<file path="src/rtl/xsw_pkg.sv">
// Shared constants and types for the switch egress arbiter.
// Port count, field widths and the output-stage state encoding.
package xsw_pkg;

    localparam int unsigned NUM_PORTS     = 8;
    localparam int unsigned PORT_W        = 3;
    localparam int unsigned BYTE_W        = 8;
    localparam int unsigned CNT_W_DEFAULT = 16;

    typedef enum logic {
        StEmpty = 1'b0,
        StFull  = 1'b1
    } stage_state_e;

endpackage

</file>
<file path="src/rtl/xsw_rr_arbiter.sv">
// Combinational round-robin arbiter.
// Grants the first requester found searching circularly upward from ptr_i.
module xsw_rr_arbiter
    import xsw_pkg::*;
(
    input  logic [NUM_PORTS-1:0] req_i,
    input  logic [PORT_W-1:0]    ptr_i,
    output logic [NUM_PORTS-1:0] gnt_oh_o,
    output logic [PORT_W-1:0]    gnt_idx_o,
    output logic                 gnt_any_o
);

    logic [PORT_W-1:0] idx;

    always_comb begin
        idx       = '0;
        gnt_idx_o = '0;
        gnt_any_o = 1'b0;
        // Walk from the farthest offset back to ptr so the nearest requester wins.
        for (int i = NUM_PORTS - 1; i >= 0; i--) begin
            idx = ptr_i + PORT_W'(i);
            if (req_i[idx]) begin
                gnt_idx_o = idx;
                gnt_any_o = 1'b1;
            end
        end
        gnt_oh_o = gnt_any_o ? (NUM_PORTS'(1) << gnt_idx_o) : '0;
    end

endmodule

</file>
<file path="src/rtl/xsw_egress_arbiter.sv">
// Drains per-port switch FIFOs round-robin into a single registered egress stage,
// counting accepted beats per source port.
module xsw_egress_arbiter
    import xsw_pkg::*;
#(
    parameter int unsigned NPORTS = 8,
    parameter int unsigned CNT_W  = 16
) (
    input  logic                     clk,
    input  logic                     reset,
    input  logic [NPORTS-1:0]        data_rdy,
    input  logic [NPORTS*BYTE_W-1:0] addr_out,
    input  logic [NPORTS*BYTE_W-1:0] data_out,
    output logic [NPORTS-1:0]        rd_en,
    input  logic                     drain_en,
    output logic                     out_valid,
    input  logic                     out_ready,
    output logic [PORT_W-1:0]        out_port,
    output logic [BYTE_W-1:0]        out_addr,
    output logic [BYTE_W-1:0]        out_data,
    input  logic [PORT_W-1:0]        cnt_sel,
    output logic [CNT_W-1:0]         cnt_value,
    input  logic                     cnt_clr
);

    stage_state_e      state_q, state_d;
    logic [PORT_W-1:0] port_q, port_d, rr_ptr_q, rr_ptr_d;
    logic [BYTE_W-1:0] addr_q, addr_d, data_q, data_d;
    logic [CNT_W-1:0]  cnt_q [NPORTS];
    logic [CNT_W-1:0]  cnt_d [NPORTS];
    logic [CNT_W-1:0]  cnt_value_q, cnt_value_d;

    logic [NPORTS-1:0] gnt_oh;
    logic [PORT_W-1:0] gnt_idx;
    logic              gnt_any;
    logic              stage_free, accept, pop;

    xsw_rr_arbiter u_rr_arbiter (
        .req_i     (data_rdy),
        .ptr_i     (rr_ptr_q),
        .gnt_oh_o  (gnt_oh),
        .gnt_idx_o (gnt_idx),
        .gnt_any_o (gnt_any)
    );

    always_comb begin
        stage_free = (state_q == StEmpty) || out_ready;
        accept     = (state_q == StFull) && out_ready;
        pop        = !reset && drain_en && stage_free && gnt_any;
        rd_en      = pop ? gnt_oh : '0;

        state_d  = state_q;
        port_d   = port_q;
        addr_d   = addr_q;
        data_d   = data_q;
        rr_ptr_d = rr_ptr_q;
        if (pop) begin
            state_d  = StFull;
            port_d   = gnt_idx;
            addr_d   = addr_out[BYTE_W*gnt_idx +: BYTE_W];
            data_d   = data_out[BYTE_W*gnt_idx +: BYTE_W];
            rr_ptr_d = gnt_idx + PORT_W'(1);
        end else if (accept) begin
            state_d = StEmpty;
        end

        // Clear wins over a same-cycle increment; counters saturate at all-ones.
        for (int i = 0; i < NPORTS; i++) begin
            cnt_d[i] = cnt_q[i];
            if (cnt_clr) begin
                cnt_d[i] = '0;
            end else if (accept && (port_q == PORT_W'(i)) && (cnt_q[i] != '1)) begin
                cnt_d[i] = cnt_q[i] + CNT_W'(1);
            end
        end
        cnt_value_d = cnt_q[cnt_sel];
    end

    always_ff @(posedge clk) begin
        if (reset) begin
            state_q     <= StEmpty;
            port_q      <= '0;
            addr_q      <= '0;
            data_q      <= '0;
            rr_ptr_q    <= '0;
            cnt_value_q <= '0;
            for (int i = 0; i < NPORTS; i++) begin
                cnt_q[i] <= '0;
            end
        end else begin
            state_q     <= state_d;
            port_q      <= port_d;
            addr_q      <= addr_d;
            data_q      <= data_d;
            rr_ptr_q    <= rr_ptr_d;
            cnt_value_q <= cnt_value_d;
            for (int i = 0; i < NPORTS; i++) begin
                cnt_q[i] <= cnt_d[i];
            end
        end
    end

    assign out_valid = (state_q == StFull);
    assign out_port  = port_q;
    assign out_addr  = addr_q;
    assign out_data  = data_q;
    assign cnt_value = cnt_value_q;

endmodule

</file>
<file path="config.mk">
export PLATFORM = sky130hd
export DESIGN_NAME = xsw_egress_arbiter
export DESIGN_NICKNAME = d
export VERILOG_FILES = /design/src/rtl/xsw_pkg.sv /design/src/rtl/xsw_rr_arbiter.sv /design/src/rtl/xsw_egress_arbiter.sv
export SDC_FILE = /design/constraint.sdc
export NUM_CORES = 1
export LEC_CHECK = 0
export ABC_CLOCK_PERIOD_IN_PS = 14020
export CAP_MARGIN = 30
export CORE_MARGIN = 2
export CORE_UTILIZATION = 59
export CTS_CLUSTER_DIAMETER = 120
export DETAILED_ROUTE_END_ITERATION = 12
export PLACE_DENSITY = 0.89
export REMOVE_ABC_BUFFERS = 1
export SLEW_MARGIN = 20
export SYNTH_ARGS = -nofsm -noshare
export SYNTH_HDL_FRONTEND = slang
export SYNTH_SLANG_ARGS = --single-unit
</file>
<file path="constraint.sdc">
create_clock -name clk -period 14.02 [get_ports clk]
set_clock_uncertainty 0.05 [all_clocks]
set_input_delay 2.804 -clock clk [delete_from_list [all_inputs] [get_ports clk]]
set_output_delay 2.804 -clock clk [all_outputs]
set_load 0.01 [all_outputs]
</file>
# Word-level counts from Yosys, hierarchy flattened
# Memories as Yosys holds them, arrays and structs flattened. A register that Yosys moved wholly into a read port is not among the register bits.
# Cells that the tools add are included.
[totals] ramBits=128 word_cells=144 memories=1 regBits=23 output_inout_bits=44
[classes] mux=63 add_sub_neg=16 magnitude_cmp=8 bitwise=9 shifts=3 eq_ne=15 reduce_logical=24
[mem_list] name="cnt_q" depth=8 word_bits=16 read_ports=9 rd_ports_with_merged_regs=1 write_ports=8 line="xsw_egress_arbiter.sv:29" rtl="logic [CNT_W-1:0] cnt_q [NPORTS];"
[op_table] op="16-bit two-way mux" count=24
[op_table] op="16-bit by 1-bit adder with 16-bit output (second input constant)" count=8
[op_table] op="16-bit inequality test (second input constant)" count=8
[op_table] op="64-bit by 7-bit variable part select with 8-bit output" count=2
[op_table] op="3-bit by 4-bit less-than comparator with 1-bit output (second input constant)" count=8
[op_table] op="1-bit binary-select mux with 3-bit select" count=8
[op_table] op="3-bit two-way mux" count=8
[op_table] op="1-bit two-way mux" count=21
[op_table] op="1-bit logical AND" count=20
[op_table] op="8-bit two-way mux" count=2
[op_table] op="3-bit adder (second input constant)" count=4
[op_table] op="3-bit == test (second input constant)" count=4
[op_table] op="1-bit OR" count=8
[op_table] op="1-bit by 3-bit << shifter with 8-bit output (first input constant)" count=1
[op_table] op="3-bit by 1-bit adder with 3-bit output (second input constant)" count=2
[op_table] op="3-bit by 2-bit adder with 3-bit output (second input constant)" count=2
[op_table] op="3-bit by 2-bit == test with 1-bit output (second input constant)" count=2
[op_table] op="3-bit by 1-bit == test with 1-bit output (second input constant)" count=1
[op_table] op="3-bit zero test" count=1
[op_table] op="2-bit nonzero test" count=1
[op_table] op="1-bit zero test" count=1
[op_table] op="1-bit logical OR" count=1
[op_table] op="1-bit NOT" count=1

# Depth between registers and ports, before layout
[logic_depth] ltp_word=14 ltp_mapped=18 depth_no_buf=12

# Modules after synthesis
# From an unflattened synthesis, not the netlist that was laid out.
[hier_totals] cells_unflattened=1113 hier_area_um2=10545.1
[modules_own_cells] module="xsw_egress_arbiter" instances=1 area_each_um2=9311.4 cells_per_inst=993 seq_area_each_um2=3343.2
[modules_own_cells] module="xsw_rr_arbiter" instances=1 area_each_um2=1233.7 cells_per_inst=120 seq_area_each_um2=0.0

# Worst setup path before layout
# Ideal clock, no wire load.
[synth_timing] path_type="input to output" startpoint="input port data_rdy[3]" endpoint="output port rd_en[7]" path_buffers=1 setup_slack_ps=6273 required_time_ps=11166 arrival_time_ps=4893 path_stages=10 cell_sequence="mux4_2 -> mux2_2 -> a211oi_2 -> o21ai_1 -> buf_4 -> a22o_1 -> nand3_1 -> inv_1 -> ha_1 -> and2_1"
[synth_between] elab_chain_cells=13 word_cells_on_any_way=36 classes_between="shift (1); mux (34); reduce/logical (1)"
[synth_lines] item="from (decl)" line="xsw_egress_arbiter.sv:11" rtl="input logic [NPORTS-1:0] data_rdy,"
[synth_lines] item="1-bit binary-select mux with 3-bit select" line="xsw_rr_arbiter.sv:22" rtl="if (req_i[idx]) begin"
[synth_lines] item="1-bit two-way mux (implied by the code)" line="xsw_rr_arbiter.sv:22"
[synth_lines] item="3-bit two-way mux (8 in a row)" line="xsw_rr_arbiter.sv:22"
[synth_lines] item="1-bit by 3-bit << shifter with 8-bit output" line="xsw_rr_arbiter.sv:27" rtl="gnt_oh_o = gnt_any_o ? (NUM_PORTS'(1) << gnt_idx_o) : '0;"
[synth_lines] item="8-bit two-way mux" line="xsw_rr_arbiter.sv:27"
[synth_lines] item="8-bit two-way mux *" line="xsw_egress_arbiter.sv:50" rtl="rd_en = pop ? gnt_oh : '0;"
[synth_lines] item="to (decl)" line="xsw_egress_arbiter.sv:14" rtl="output logic [NPORTS-1:0] rd_en,"
# Mark *: on every way between the ends. The rest lies on a longest branch, timed or not. The select of a mux whose other input is x is not followed.

# Final worst setup path
[layout_timing] startpoint="input port data_rdy[2]" endpoint="output port rd_en[0]"
# Same word-level chain as after synthesis.

==> flow_metrics.tcl <==
set metrics [dict create \
    outcome "completed" \
    cts_resized 0 \
    grtUsageTotal_pct 35.02 \
    drc 0 \
    power_density_nw_per_um2 114.5 \
    finalSetupViolCount 0 \
    met2_usage_pct 60.42 \
    tightest_slew_ps 970.9 \
    path_max_fanout 15 \
    syn_area_sq_um 10970 \
    avgSynthCellArea_sq_um 8.818 \
    synth_top_flop_cell "dfxtp_1" \
    cts.clk_slew.worst_paths_ps 60 \
    h-tree-depth 4 \
    hold_buffers 0 \
    synth-edff-count 0 \
    end_kind "output port" \
    first_pass_iters 7 \
    num_vias 10791 \
    routed_via_density 6.616 \
    dp.cells 1598 \
    final_cell_mix "186 x clkdlybuf4s50_1, 166 x dfxtp_1, 152 x nor2_1" \
    top_usage_layer "met2" \
    hold_class "register to register" \
    syn2layout_area_growth_pct 23.46 \
    p_switching_uw 547.5 \
    combPwrFrac_pct 37.1 \
    grt_pass1_wl_um 54940 \
    async_flop_share_pct 0 \
    slowest_stage "a21oi_1" \
    final_cells 1631 \
    cts_tree "done" \
    port_buffers 187 \
    p_int_mw 1.003 \
    rsz0062_at_grt "false" \
    swShare_pct 35.30 \
    hold_viol_final 0 \
    maxCapViolations 0 \
    drive_gt1_share_pct 10.06 \
    cp_cell_sequence "clkdlybuf4s50_1, mux4_2, a211oi_1, a22o_1, a31oi_2, or3b_1, a21oi_1, and2_1, clkdlybuf4s50_1" \
    start_util_pct 60.65 \
    dp_hpwl_um 24870 \
    required_ps 11170 \
    finalSetupTns_ps 0 \
    row_count 49 \
    leakagePower_nw 4.662 \
    grt_max_degree 99 \
    core_sq_um 18090 \
    crit_type "input port to output port" \
    fp.dieW_um 140.4 \
    cp_slowest_stage_delay_ps 850 \
    fp.dieH_um 140.4 \
    cts_sinks 167 \
    power_mw 1.551 \
    synth_seq_cells 167 \
    fillers 1309 \
    clock_latency_ps 430 \
    power_frac_seq_pct 33.4 \
    ant_nets 0 \
    dieArea_sq_um 19700 \
    drv_slew 0 \
    cts_buffers 17 \
    synthCells 1244 \
    antennaDiodeCount 0 \
    post-route-period-util_pct 70.70 \
    antenna_found_initial 0 \
    ir_worst_vdd_mv 0.09110 \
    wirelength_um 34860 \
    min_period_ps 9911 \
    use_met3_pct 6.325 \
    routedWlPerCell_um 21.38 \
    clock-root-buffer "clkbuf_16" \
    slew_headroom_pct 35.27 \
    place.gp.congestion 0.9585 \
    cpMostUsedCell "clkdlybuf4s50_1" \
    clockBufferDepth 2 \
    final_common_cell "clkdlybuf4s50_1" \
    io_pins 188 \
    nets 1546 \
    grt_pass1_vias 10230 \
    grt.overflow.total 0 \
    pwr-share-clk_pct 29.5 \
    max_freq_mhz 100.9 \
    ys_warn_count 0 \
    yosysUniqueCellTypes 67 \
    use_met1_pct 42.41 \
    start_kind "input port" \
    cts_post_setup_buffers_inserted 0 \
    cp.arrival_ps 7060 \
    yosysSeqAreaShare_pct 30.48 \
    drt_iter0_markers 1277 \
]
==> kinds of logic after synthesis <==
logic type                 after synthesis  synth area share [%]
and+or+nand+nor                        480                 21.39
AOI/OAI and AO/OA                      261                 18.14
DFF                                    167                 30.48
muxes                                  122                 16.41
buffers and inverters                  104                 4.426
xor gates and xnor gates                99                 7.905
adders and majority gates               11                 1.255
==> area by class of cell <==
cell class                      count  area [sq um]  share of cell area (%)
Clock buffer                       20         467.9                   3.455
Clock inverter                     10         95.09                  0.7021
Inverter                           28         105.1                  0.7761
Multi-Input combinational cell    973          7162                   52.88
Sequential cell                   167          3347                   24.71
Tap cell                          229         286.5                   2.116
Timing Repair Buffer              204          2079                   15.35
==> synthesized netlist by cell type, types with 5 or more instances <==
master | n | area share (%)
and3_1 | 31 | 1.8
nand2_1 | 110 | 3.8
buf_2 | 16 | 0.73
o21ai_1 | 5 | 0.23
o32a_1 | 16 | 1.5
ha_1 | 11 | 1.3
buf_4 | 10 | 0.68
xnor2_1 | 29 | 2.3
o211ai_1 | 27 | 1.8
nand2b_1 | 7 | 0.40
and2_1 | 29 | 1.7
a2bb2oi_1 | 16 | 1.3
nand3_1 | 33 | 1.5
mux4_2 | 42 | 8.6
o2bb2ai_1 | 16 | 1.3
or3_1 | 25 | 1.4
buf_6 | 5 | 0.51
buf_1 | 8 | 0.27
and4_1 | 10 | 0.80
xor2_1 | 70 | 5.6
o221ai_1 | 17 | 1.4
nor3_1 | 11 | 0.50
nor4_1 | 5 | 0.29
nand4_1 | 38 | 2.2
o21ai_0 | 26 | 1.2
inv_1 | 28 | 0.96
a31oi_1 | 39 | 2.2
nor2b_1 | 14 | 0.80
clkbuf_1 | 37 | 1.3
a21oi_1 | 32 | 1.5
mux2i_1 | 51 | 4.7
nor2_1 | 152 | 5.2
o211ai_2 | 5 | 0.57
a211oi_1 | 18 | 1.2
dfxtp_1 | 167 | 30
mux2_2 | 25 | 2.6
a41o_1 | 16 | 1.5
==> power groups by stage <==
stage / Combinational (mW) / Clock [mW] / Sequential (mW)
5_1_grt: 0.611 / 0.478 / 0.520
3_3_place_gp: 0.545 / 0 / 0.528
2_1_floorplan: 0.326 / 0 / 0.539
3_5_place_dp: 0.555 / 0 / 0.529
4_1_cts: 0.559 / 0.458 / 0.518
6_report: 0.575 / 0.457 / 0.519
==> path summary, 6_finish.rpt <==
path,startpoint,to,slack [ps],depth (start not counted)
worst max register to register,rr_ptr_q[1]$_SDFFE_PP0P_,out_data[0]$_SDFFE_PP0P_,8730,10
worst min-delay path,cnt_q[6][13]$_SDFFE_PP0P_,cnt_q[6][13]$_SDFFE_PP0P_,460,2
worst max-delay path,data_rdy[2],rd_en[0],4110,9
worst min register to register,cnt_q[6][13]$_SDFFE_PP0P_,cnt_q[6][13]$_SDFFE_PP0P_,460,2
==> metrics by stage <==
step	setup WS [ps]	utilization [%]	cell area, sq um	hold WS, ps
finish	4109	74.88	13540	459.8
global route	3962	74.88	13540	483.9
CTS	4195	74.49	13470	458.5
detailed placement	4253	71.38	12910	453.5
global placement	4318	70.92	12830	432.6
floorplan	4034	-	10590	417.8
==> worst max-delay path: cells and delay by family <==
| family | cells | cell delay (ps) |
|---|---|---|
| compound gates | 4 | 1770 |
| buf+inv | 2 | 1160 |
| mux | 1 | 420 |
| simple gates | 2 | 910 |
==> routing by layer <==
layer | up-vias | wire, um
met3 | 94 | 3111
li1 | 4921 | -
met4 | 0 | 1457
met1 | 5177 | 13080
met5 | - | 0
met2 | 599 | 17210
==> registers in the layout (all words and copies together), names as in the netlist <==
signal     cells
cnt_value     16
out_valid      1
out_data       8
out_addr       8
rr_ptr_q       3
out_port       3
cnt_q        128
No activity file was read; power rests on OpenSTA's default activity.
